`src/rtl/npower_ctrl_pkg.sv`:
```
// Shared nPower decode constants: primary opcodes, extended opcodes, ALU
// operation encodings and the packed control bundle carried through ID/EX.
package npower_ctrl_pkg;

    localparam logic [5:0] OP_X    = 6'd31;
    localparam logic [5:0] OP_ADDI = 6'd14;
    localparam logic [5:0] OP_ORI  = 6'd24;
    localparam logic [5:0] OP_ANDI = 6'd28;
    localparam logic [5:0] OP_LD   = 6'd58;
    localparam logic [5:0] OP_STD  = 6'd62;
    localparam logic [5:0] OP_B    = 6'd18;
    localparam logic [5:0] OP_BC   = 6'd16;

    // Extended opcodes live in instr[10:1]; XO-form ops therefore need OE = 0.
    localparam logic [9:0] XO_ADD  = 10'd266;
    localparam logic [9:0] XO_SUBF = 10'd40;
    localparam logic [9:0] XO_AND  = 10'd28;
    localparam logic [9:0] XO_OR   = 10'd444;
    localparam logic [9:0] XO_XOR  = 10'd316;

    typedef enum logic [2:0] {
        ALU_ADD = 3'b000,
        ALU_SUB = 3'b001,
        ALU_AND = 3'b010,
        ALU_OR  = 3'b011,
        ALU_XOR = 3'b100
    } alu_op_e;

    typedef struct packed {
        logic    reg_write;
        logic    alu_src;
        logic    branch;
        logic    mem_write;
        logic    mem_read;
        logic    mem_to_reg;
        alu_op_e alu_op;
    } ctrl_t;

    function automatic logic [63:0] sext16(input logic [15:0] v);
        return {{48{v[15]}}, v};
    endfunction

endpackage

```
`src/rtl/npower_decode.sv`:
```
// Combinational nPower instruction decoder: instruction word to control
// bundle, register fields, extended immediate and source-usage flags.
module npower_decode
    import npower_ctrl_pkg::*;
(
    input  logic [31:0] instr,
    output ctrl_t       ctrl,
    output logic [4:0]  rt,
    output logic [4:0]  ra,
    output logic [4:0]  rb,
    output logic [63:0] imm,
    output logic        legal,
    output logic        uses_rb
);

    logic [5:0] opcode;
    logic [9:0] xo;

    assign opcode = instr[31:26];
    assign xo     = instr[10:1];
    assign rt     = instr[25:21];
    assign ra     = instr[20:16];
    assign rb     = instr[15:11];

    always_comb begin
        ctrl    = '0;
        imm     = '0;
        legal   = 1'b0;
        uses_rb = 1'b0;
        case (opcode)
            OP_X: begin
                legal          = 1'b1;
                uses_rb        = 1'b1;
                ctrl.reg_write = 1'b1;
                case (xo)
                    XO_ADD:  ctrl.alu_op = ALU_ADD;
                    XO_SUBF: ctrl.alu_op = ALU_SUB;
                    XO_AND:  ctrl.alu_op = ALU_AND;
                    XO_OR:   ctrl.alu_op = ALU_OR;
                    XO_XOR:  ctrl.alu_op = ALU_XOR;
                    default: begin
                        legal   = 1'b0;
                        uses_rb = 1'b0;
                        ctrl    = '0;
                    end
                endcase
            end
            OP_ADDI: begin
                legal          = 1'b1;
                ctrl.reg_write = 1'b1;
                ctrl.alu_src   = 1'b1;
                ctrl.alu_op    = ALU_ADD;
                imm            = sext16(instr[15:0]);
            end
            OP_ORI, OP_ANDI: begin
                legal          = 1'b1;
                ctrl.reg_write = 1'b1;
                ctrl.alu_src   = 1'b1;
                ctrl.alu_op    = (opcode == OP_ORI) ? ALU_OR : ALU_AND;
                imm            = {48'd0, instr[15:0]};
            end
            OP_LD: begin
                if (instr[1:0] == 2'b00) begin
                    legal           = 1'b1;
                    ctrl.reg_write  = 1'b1;
                    ctrl.alu_src    = 1'b1;
                    ctrl.mem_read   = 1'b1;
                    ctrl.mem_to_reg = 1'b1;
                    ctrl.alu_op     = ALU_ADD;
                    imm             = sext16({instr[15:2], 2'b00});
                end
            end
            OP_STD: begin
                if (instr[1:0] == 2'b00) begin
                    legal          = 1'b1;
                    ctrl.alu_src   = 1'b1;
                    ctrl.mem_write = 1'b1;
                    ctrl.alu_op    = ALU_ADD;
                    imm            = sext16({instr[15:2], 2'b00});
                end
            end
            OP_B: begin
                legal       = 1'b1;
                ctrl.branch = 1'b1;
                ctrl.alu_op = ALU_ADD;
                imm         = {{38{instr[25]}}, instr[25:2], 2'b00};
            end
            OP_BC: begin
                legal       = 1'b1;
                ctrl.branch = 1'b1;
                ctrl.alu_op = ALU_SUB;
                imm         = sext16({instr[15:2], 2'b00});
            end
            default: ;
        endcase
    end

endmodule

```
`src/rtl/npower_ctrl_stage.sv`:
```
// nPower decode stage with ID/EX register, load-use stall and flush.
// Optional NPOWER_ILLEGAL_TRAP_EN adds the illegal output and sticky tracking.
module npower_ctrl_stage
    import npower_ctrl_pkg::*;
(
    input  logic        clk,
    input  logic        reset,
    input  logic        in_valid,
    input  logic [31:0] in_instr,
    input  logic [63:0] in_pc,
    output logic        in_ready,
    input  logic        flush,
    output logic [63:0] pc,
    output logic        out_valid,
    output logic        RegWrite,
    output logic        ALUSrc,
    output logic        Branch,
    output logic        MemWrite,
    output logic        MemRead,
    output logic        MemtoReg,
    output logic [2:0]  ALUop,
    output logic [4:0]  rt,
    output logic [4:0]  ra,
    output logic [4:0]  rb,
    output logic [63:0] imm
`ifdef NPOWER_ILLEGAL_TRAP_EN
    ,
    output logic        illegal
`endif
);

    ctrl_t       dec_ctrl;
    logic [4:0]  dec_rt, dec_ra, dec_rb;
    logic [63:0] dec_imm;
    logic        dec_legal, dec_uses_rb;

    ctrl_t       ctrl_reg;
    logic        valid_reg;
    logic [63:0] pc_reg, imm_reg;
    logic [4:0]  rt_reg, ra_reg, rb_reg;

    logic load_busy, src_match, hazard, accept, load_instr;

    npower_decode u_decode (
        .instr   (in_instr),
        .ctrl    (dec_ctrl),
        .rt      (dec_rt),
        .ra      (dec_ra),
        .rb      (dec_rb),
        .imm     (dec_imm),
        .legal   (dec_legal),
        .uses_rb (dec_uses_rb)
    );

    // A load in ID/EX cannot forward to the instruction right behind it.
    assign load_busy = valid_reg & ctrl_reg.mem_read & (rt_reg != 5'd0);
    assign src_match = (dec_ra == rt_reg)
                     | (dec_uses_rb & (dec_rb == rt_reg))
                     | (dec_ctrl.mem_write & (dec_rt == rt_reg));
    assign hazard     = in_valid & dec_legal & load_busy & src_match;
    assign in_ready   = !reset & !flush & !hazard;
    assign accept     = in_valid & in_ready;
    assign load_instr = accept & dec_legal;

    always_ff @(posedge clk) begin
        if (reset) begin
            valid_reg <= 1'b0;
            ctrl_reg  <= '0;
            pc_reg    <= '0;
            imm_reg   <= '0;
            rt_reg    <= '0;
            ra_reg    <= '0;
            rb_reg    <= '0;
        end else begin
            valid_reg <= load_instr;
            ctrl_reg  <= load_instr ? dec_ctrl : '0;
            // Bubbles keep the previous fields so EX sees stable operand indices.
            if (load_instr) begin
                pc_reg  <= in_pc;
                imm_reg <= dec_imm;
                rt_reg  <= dec_rt;
                ra_reg  <= dec_ra;
                rb_reg  <= dec_rb;
            end
        end
    end

`ifdef NPOWER_ILLEGAL_TRAP_EN
    logic illegal_reg;
    logic illegal_seen_reg;

    always_ff @(posedge clk) begin
        if (reset) begin
            illegal_reg      <= 1'b0;
            illegal_seen_reg <= 1'b0;
        end else begin
            illegal_reg      <= accept & !dec_legal;
            illegal_seen_reg <= illegal_seen_reg | (accept & !dec_legal);
        end
    end

    assign illegal = illegal_reg;
`endif

    assign out_valid = valid_reg;
    assign pc        = pc_reg;
    assign RegWrite  = ctrl_reg.reg_write;
    assign ALUSrc    = ctrl_reg.alu_src;
    assign Branch    = ctrl_reg.branch;
    assign MemWrite  = ctrl_reg.mem_write;
    assign MemRead   = ctrl_reg.mem_read;
    assign MemtoReg  = ctrl_reg.mem_to_reg;
    assign ALUop     = ctrl_reg.alu_op;
    assign rt        = rt_reg;
    assign ra        = ra_reg;
    assign rb        = rb_reg;
    assign imm       = imm_reg;

endmodule

```
`config.mk`:
```
export PLATFORM = sky130hd
export DESIGN_NAME = npower_ctrl_stage
export DESIGN_NICKNAME = d
export VERILOG_FILES = /design/src/rtl/npower_ctrl_pkg.sv /design/src/rtl/npower_decode.sv /design/src/rtl/npower_ctrl_stage.sv
export SDC_FILE = /design/constraint.sdc
export NUM_CORES = 1
export LEC_CHECK = 0
export CAP_MARGIN = 20
export CORE_MARGIN = 2
export CORE_UTILIZATION = 50
export DETAILED_ROUTE_END_ITERATION = 16
export DONT_BUFFER_PORTS = 1
export GPL_ROUTABILITY_DRIVEN = 0
export GPL_TIMING_DRIVEN = 0
export MAX_ROUTING_LAYER = met4
export PLACE_DENSITY = 0.77
export SLEW_MARGIN = 20
export SYNTH_ARGS = -nofsm -noshare
export SYNTH_HDL_FRONTEND = slang
export SYNTH_SLANG_ARGS = --single-unit
```
`constraint.sdc`:
```
create_clock -name clk -period 2.5 [get_ports clk]
set_clock_uncertainty 0.1 [all_clocks]
set_input_delay 0.5 -clock clk [delete_from_list [all_inputs] [get_ports clk]]
set_output_delay 0.5 -clock clk [all_outputs]
set_load 0.005 [all_outputs]
```
==> key figures, run 1 <==
Status
  – Status: complete, but fails checks
  – Violated checks: negative setup slack

Synth
  – Seq cells post-synth: 114
  – Syn Nets: 598
  – Number of enable flip-flop cells after synthesis: 0
  – Register area share after synthesis: 43.4%
  – Syn Area/Cell: 10.5 µm²
  – Area leader, netlist: dfxtp_1
  – Async set-reset flop share out of synthesis: 0%
  – Synthesized instance count: 498
  – Synth Warn #: 0
  – Top-area cell type share of the netlist area: 43.4%
  – Distinct cells, synth: 46
  – Top FF cell, synth: dfxtp_1
  – Largest cells by area after synthesis: dfxtp_1 43%, mux2_2 12%, nor2b_1 9.2%
  – Area of the mapped netlist: 0.00525 mm²

Job
  – Max_cap viols: 0

Routing
  – Final WL: 13.5 mm
  – Pre-antenna DRT Iters: 4
  – 1st-iter DRT viols: 142
  – Final antenna-violating net count: 0
  – Via count: 3683
  – DR vias/cell: 5.35
  – Routed WL per cell: 19.6 µm
  – Post-route DRC: 0

GRT
  – First-pass GRT wire length: 20.1 mm
  – Initial antenna violation count: 0
  – Gr ovfl total: 0
  – Number of global-route vias before repair: 3833
  – Largest net degree at the start of global routing: 41
  – Overall global routing resource usage: 24.0%

Clocking
  – Reg clk slew, reported paths: 0.05 ns
  – Root Driver: clkbuf_8
  – CTS tree: built
  – CTS Buf Count: 17
  – CTS max path bufs: 2
  – H-Tree Depth: 4
  – Worst-Skew Late Latency: 0.51 ns
  – Clk sinks: 114

Layout
  – Max reg flops: 64
  – Area grow syn2layout: 22.4%
  – Layout cells sized above 1: 29.5%
  – Ant. Diodes: 0
  – Design area: 0.00643 mm²
  – Final nets: 639
  – Fillers: 832

Timing
  – Fin crit share: 111%
  – Slew Viols, Final: 0
  – Slew of the pin with the lowest slew margin: 0.884 ns
  – Hold WS: 0.0229 ns
  – Setup WS post-layout: -0.282 ns
  – Slew HR: 40.9%
  – Final Hold Fails: 0
  – Total negative setup slack: -0.436 ns
  – Final min period: 2.78 ns
  – RSZ-0062 raised after global routing: true
  – Final Setup Violations: 15
  – Fmax: 359 MHz

Placement
  – Placed Area: 0.00543 mm²
  – Hpwl dp: 9.84 mm
  – Pre-CTS WS: -0.459 ns
  – PortBufs: 0

Power and ir drop
  – Internal Pwr Total: 3.45 mW
  – Clock share of power: 54.2%
  – Sequential share of power: 42.3%
  – Psw: 903 µW
  – Total Power: 4.35 mW
  – Leak Pwr: 2.85 nW
  – IR drop worst, VDD: 465 µV
  – Switching part of the total: 20.7%
  – Logic pwr share: 3.5%
  – PwrDens: 677 mW/mm²

Floorplan
  – I/O pins: 254
  – Initial cell density of the core: 51.1%
  – Row cnt: 37
  – Die extent in x: 106 µm
  – Die area: 0.0113 mm²
  – Die height: 106 µm
  – Core Box Area: 0.0103 mm²

Worst hold path
  – Hold Startpoint: in_pc[32]
  – Hold Crit Class: in2reg

Critical path
  – Crit path required time: 1.90 ns
  – WP data arrival: 2.18 ns
  – CP Class: reg2out
  – R2r startpoint: rt[2]
  – Worst Setup SP: rt[2]
  – Crit path max fanout: 6
  – Setup crit start kind: flop
  – R2R Setup Slk: 0.03 ns
  – Crit. End Element: output pin
-- stage by stage --
step / cells / util (%)
2_1_floorplan: 498 / -
6_report: 688 / 62.6
3_5_place_dp: 634 / 52.8
3_3_place_gp: 634 / 52.8
4_1_cts: 681 / 60.4
5_1_grt: 688 / 62.6
-- final cells by class --
| class | instances | area (µm²) | area share, % |
|---|---|---|---|
| Inverter | 4 | 15.0 | 0.234 |
| Sequential cell | 114 | 2290 | 35.7 |
| Timing Repair Buffer | 22 | 259 | 4.03 |
| Buffer | 66 | 544 | 8.46 |
| Multi-Input combinational cell | 314 | 2560 | 39.8 |
| Tap cell | 136 | 170 | 2.65 |
| Clock buffer | 23 | 487 | 7.57 |
| Clock inverter | 9 | 103 | 1.60 |
-- critical path: stages (launching register included) --
cell and delay (ns):
dfxtp_4 0.38, or4_1 0.51, o211ai_1 0.23, o21bai_4 0.18, nand2_2 0.09, a311oi_4 0.29
-- worst paths after layout --
kind              end  depth (start not counted)
max          in_ready                          5
min            pc[32]                          1
max reg2reg    pc[39]                          8
min reg2reg    imm[0]                          2
-- logic make-up (layout without fill, tap and decap cells) --
group	count (synthesis)	after routing	share of synthesized area (%)
flip-flops	114	114	43.4
AND/OR/NAND/NOR	169	169	19.4
XOR/XNOR	15	15	2.50
AO/OA/AOI/OAI	25	25	3.22
multiplexers	105	105	21.8
buffers and inverters	70	124	9.60
-- metal layers --
layer	global-route usage, %	vias up	share of wire, %
met4	12.5	0	3.0
met1	23.4	1719	36
met3	8.95	28	9.4
li1	-	1724	-
met5	-	-	0
met2	41.5	212	52
-- cell usage after synthesis, types with 2 or more instances --
cell type,number
xor2_1,3
nor4_1,3
xnor2_1,12
nor2b_1,77
mux2_2,55
nand4_1,2
or4_1,2
buf_6,8
a21oi_1,12
clkbuf_1,15
inv_1,4
nand3b_1,2
o211ai_1,2
nand3_1,6
buf_4,41
mux2_1,21
dfxtp_1,114
nor2_1,8
a31oi_1,2
nand2_1,20
mux2i_1,29
nor3_1,2
nand2b_1,35
-- what timing repair did --
item	in CTS	in global routing
pin swaps	5	4
hold buffers	13	2
endpoints found under the hold margin	13	2
gates cloned	0	3
resized for setup	12	25
setup buffers	2	2
setup endpoints to repair	39	104
-- layout by cell type (no fill, tap or decap), types with 3 or more instances in the layout --
master and count:
clkbuf_16 19, clkbuf_8 6, buf_12 5, buf_8 5, nand3_1 6, nand2b_1 35
clkbuf_1 15, nand2_1 19, mux2_4 4, xnor2_1 12, dfxtp_2 4, buf_4 43
a21oi_1 12, clkinvlp_4 3, dlygate4sd3_1 15, nor2b_1 77, nor2_1 8, mux2i_1 29
inv_1 4, xor2_1 3, mux2_2 52, dfxtp_1 108, clkinv_2 4, mux2_1 20
-- power by group through the flow --
stage	Combinational [mW]	Clock [mW]	Sequential [mW]
after floorplan	0.0997	0	1.88
after global placement	0.120	0	1.88
after detailed placement	0.124	0	1.88
after CTS	0.142	2.40	1.84
after global routing	0.166	2.49	1.84
final	0.152	2.36	1.84
Power figures use the tool's default switching activity.
==> run 2: changes to the inputs <==
--- a/config.mk
+++ b/config.mk
@@ -6,6 +6,7 @@
 export NUM_CORES = 1
 export LEC_CHECK = 0
 export CAP_MARGIN = 20
+export CORE_ASPECT_RATIO = 0.7
 export CORE_MARGIN = 2
 export CORE_UTILIZATION = 50
 export DETAILED_ROUTE_END_ITERATION = 16
==> key figures, run 2 (synthesis gave the netlist of run 1 again) <==
Critical path
  – Crit path required time: 1.90 ns
  – Setup crit start kind: input pin
  – R2R Setup Slk: 0.12 ns
  – WP data arrival: 2.07 ns
  – R2r startpoint: rt[3]
  – Crit path max fanout: 3
  – Path depth of the worst reg2reg path: 7
  – CP Class: in2out
  – Crit. End Element: output pin
  – Worst R2R End: rb[4]

Clocking
  – Root Driver: clkbuf_16
  – Clk sinks: 114
  – CTS max path bufs: 2
  – H-Tree Depth: 4
  – Reg clk slew, reported paths: 0.06 ns
  – Worst-Skew Late Latency: 0.39 ns
  – CTS tree: built
  – CTS Hold Buffers Added: 0
  – CTS Buf Count: 17

Status
  – Violated checks: negative setup slack
  – Status: complete, but fails checks

GRT
  – First-pass GRT wire length: 19.6 mm
  – Gr ovfl total: 0
  – GRT busiest layer: met2
  – Met2 Use GR: 37.7%
  – Number of global-route vias before repair: 3654
  – GRT met3 Usage: 8.69%
  – Met1 Use GR: 25.2%
  – Largest net degree at the start of global routing: 41
  – Overall global routing resource usage: 22.4%
  – Initial antenna violation count: 0

Timing
  – Fmax: 375 MHz
  – Setup WS post-layout: -0.166 ns
  – Final Hold Fails: 0
  – Fin crit share: 107%
  – Slew HR: 49.0%
  – RSZ-0062 raised after global routing: true
  – Final Setup Violations: 1
  – Hold WS: 0.128 ns
  – Slew of the pin with the lowest slew margin: 0.763 ns
  – Slew Viols, Final: 0
  – Final min period: 2.67 ns

Routing
  – 1st-iter DRT viols: 148
  – Post-route DRC: 0
  – DR vias/cell: 5.34
  – Final antenna-violating net count: 0
  – Pre-antenna DRT Iters: 4
  – Final WL: 12.7 mm
  – Via count: 3532
  – Routed WL per cell: 19.2 µm

Placement
  – Pre-CTS WS: -0.452 ns
  – Hpwl dp: 9.62 mm
  – DP Cell Count: 630
  – PortBufs: 0

Power and ir drop
  – IR drop worst, VDD: 570 µV
  – PwrDens: 720 mW/mm²
  – Leak Pwr: 2.74 nW

Layout
  – Commonest non-fill, non-tap cell in the layout: dfxtp_1
  – Area grow syn2layout: 17.1%
  – Layout Cells excl Fill: 662
  – Max reg flops: 64
  – Ant. Diodes: 0
  – Most frequent cells in the layout: 110 x dfxtp_1, 77 x nor2b_1, 54 x mux2_2, 42 x buf_4, 35 x nand2b_1
  – Layout cells sized above 1: 29.6%
  – Post-layout util: 59.8%
  – Final nets: 617

Floorplan
  – Row cnt: 31
  – Die height: 89.8 µm
  – I/O pins: 254
  – Die extent in x: 127 µm
  – Die area: 0.0114 mm²
  – Initial cell density of the core: 51.1%
  – Core Box Area: 0.0103 mm²

Worst hold path
  – Hold Startpoint: in_pc[35]
  – Hold Crit Class: in2reg
  – Hold EP: pc[35]
  – Min-Delay Path Depth: 1

Job
  – Max_cap viols: 0
## run 2: what timing repair did
| action | CTS | global route |
|---|---|---|
| pin swaps | 1 | 0 |
| endpoints found under the setup margin | 74 | 90 |
| gates resized for setup | 10 | 18 |
| hold endpoints to repair | 0 | 0 |
| buffers inserted | 0 | 1 |
## run 2: where the power goes
part           switching (mW)  internal, mW
clock network           0.838          1.62
logic                  0.0678        0.0616
registers              0.0122          1.83
total                   0.918          3.51
## run 2: how the worst max path moves through the flow
stage / from / to / slack (ns) / cells past startpoint
after floorplan: in_instr[5] / pc[29] / -0.15 / 8
after global placement: in_instr[1] / pc[39] / -0.44 / 8
after detailed placement: in_instr[1] / ra[1] / -0.45 / 8
after CTS: rt[0] / in_ready / -0.19 / 5
after global routing: rt[0] / in_ready / -0.22 / 5
final: in_instr[1] / in_ready / -0.17 / 6
## run 2: routing by layer
metal	routed length, µm	vias up
met1	5180	1677
li1	-	1678
met4	71	0
met3	1250	6
met5	0	-
met2	6230	171
## run 2: worst max-delay path, stage by stage
cell and delay [ns]:
nand4b_1 0.23, nor4b_4 0.38, o221ai_2 0.19, or4_4 0.54
nand2_1 0.10, a311oi_2 0.12
## run 2: final cells by class
type	instances	area, µm²
plain buffers	65	533
clock inverters	13	159
repair buffers	1	7.51
clock buffers	19	453
inverters	4	15.0
fillers	828	4130
flip-flops and latches	114	2290
well taps	132	165
multi-input cells	314	2530
## run 2: through the flow
stage	area, µm²	TNS (ns)	power [mW]
floorplan	5260	-11.74	1.98
global placement	5430	-43.37	2.00
global route	6150	-0.423	4.55
CTS	6090	-0.191	4.46
detailed placement	5430	-43.56	2.01
finish	6150	-0.166	4.43
==> run 3: changes to the inputs <==
--- a/config.mk
+++ b/config.mk
@@ -19,3 +19,4 @@
 export SYNTH_ARGS = -nofsm -noshare
 export SYNTH_HDL_FRONTEND = slang
 export SYNTH_SLANG_ARGS = --single-unit
+export TNS_END_PERCENT = 5
==> key figures, run 3 (synthesis gave the netlist of run 1 again) <==
Status
  – Status: complete, but fails checks
  – Violated checks: negative setup slack

Layout
  – Commonest non-fill, non-tap cell in the layout: dfxtp_1
  – Most frequent cells in the layout: 110 x dfxtp_1, 77 x nor2b_1, 69 x mux2_4, 42 x buf_4, 35 x nand2b_1
  – Layout cells sized above 1: 32.5%
  – Post-layout util: 63.1%
  – Max reg flops: 64
  – Area grow syn2layout: 23.6%
  – Final nets: 622
  – Ant. Diodes: 0

Routing
  – DR vias/cell: 5.44
  – Final antenna-violating net count: 0
  – Post-route DRC: 0
  – Via count: 3613
  – 1st-iter DRT viols: 132
  – Final WL: 13.7 mm
  – Pre-antenna DRT Iters: 4
  – Routed WL per cell: 20.6 µm

Timing
  – Final Setup Violations: 80
  – Slew Viols, Final: 0
  – Setup WS post-layout: -0.239 ns
  – Fmax: 365 MHz
  – Total negative setup slack: -2.62 ns
  – RSZ-0062 raised after global routing: true
  – Slew HR: 40.7%
  – Final min period: 2.74 ns
  – Final Hold Fails: 0
  – Fin crit share: 110%
  – Slew of the pin with the lowest slew margin: 0.887 ns
  – Hold WS: 0.132 ns

Clocking
  – Root Driver: clkbuf_16
  – Clk sinks: 114
  – CTS Buf Count: 17
  – CTS tree: built
  – H-Tree Depth: 4
  – CTS max path bufs: 2
  – Reg clk slew, reported paths: 0.05 ns
  – Worst-Skew Late Latency: 0.39 ns

Critical path
  – Crit. End Element: output pin
  – Crit path required time: 1.90 ns
  – CP Class: reg2out
  – Most common cell on crit path: or4_4
  – Critical path cell sequence: or4_4, o211ai_1, or4_4, nand2_2, a311oi_4
  – WP data arrival: 2.14 ns
  – Crit path max fanout: 6
  – Setup crit start kind: flop
  – Path depth of the worst reg2reg path: 8
  – Slowest CP cell: or4_4
  – Crit path largest cell delay: 0.53 ns

Worst hold path
  – Min-Delay Path Depth: 1
  – Hold Crit Class: in2reg

Floorplan
  – Die extent in x: 127 µm
  – Die area: 0.0114 mm²
  – Die height: 89.8 µm
  – Core Box Area: 0.0103 mm²
  – I/O pins: 254
  – Row cnt: 31
  – Initial cell density of the core: 51.1%

Power and ir drop
  – PwrDens: 665 mW/mm²
  – Leak Pwr: 2.98 nW
  – IR drop worst, VDD: 476 µV

Job
  – Max_cap viols: 0

Placement
  – Hpwl dp: 9.61 mm
  – PortBufs: 0

GRT
  – First-pass GRT wire length: 20.1 mm
  – Initial antenna violation count: 0
  – Overall global routing resource usage: 23.1%
  – Number of global-route vias before repair: 3713
  – Largest net degree at the start of global routing: 41
  – Gr ovfl total: 0
-- run 3: changes by cell type in the layout (fill, tap and decap cells not counted), moves of 3 or more --
| cell | delta |
|---|---|
| buf_6 | +3 |
| clkbuf_1 | +5 |
| buf_12 | +6 |
| mux2_4 | +67 |
| buf_8 | -6 |
| mux2_2 | -48 |
| mux2_1 | -19 |
-- run 3: area by class of cell --
class                      instances  area (µm²)
buffer                            65         568
sequential                       114        2290
clock inverter                     5        77.6
tap                              132         165
timing repair buffer               6        83.8
multi-input combinational        314        2800
inverter                           4        15.0
fill                             804        3790
clock buffer                      24         492
-- run 3: final timing paths --
check / slack (ns) / end / startpoint
min: 0.13 / pc[37] / in_pc[37]
max: -0.24 / in_ready / rt[2]
min reg2reg: 0.39 / imm[12] / imm[12]
max reg2reg: -0.05 / pc[37] / rt[2]
-- run 3: what timing repair did --
action	4_1_cts	5_1_grt
hold buffers	0	0
cloned	0	2
gates resized for setup	15	91
endpoints found under the setup margin	4	105
buffers inserted	2	2
pin swaps	4	3
-- run 3: worst max-delay path, delay by kind of cell (launching register included) --
kind	cells	cell delay (ns)
AOI/OAI and AO/OA	2	0.56
DFF	1	0.38
and+or+nand+nor	3	0.80
-- run 3: stage by stage --
stage	instance area, µm²	setup WS (ns)	power [mW]	instances
after floorplan	5250	-0.148	1.98	498
after global placement	5420	-0.411	2.00	630
after detailed placement	5420	-0.418	2.01	630
after CTS	6070	-0.205	4.33	661
after global routing	6490	-0.282	4.45	664
final	6490	-0.239	4.32	664
-- run 3: where the power goes --
group	leakage, nW	switching (mW)	internal, mW
Combinational	1.78	0.0729	0.0733
Sequential	0.921	0.0126	1.83
Clock	0.278	0.776	1.55
-- run 3: per-layer routing --
metal	wire (µm)	GRT usage, %	up-vias
li1	-	-	1688
met1	5490	26.1	1748
met2	6800	37.9	166
met3	1210	8.69	11
met4	184	7.42	0
met5	0	-	-
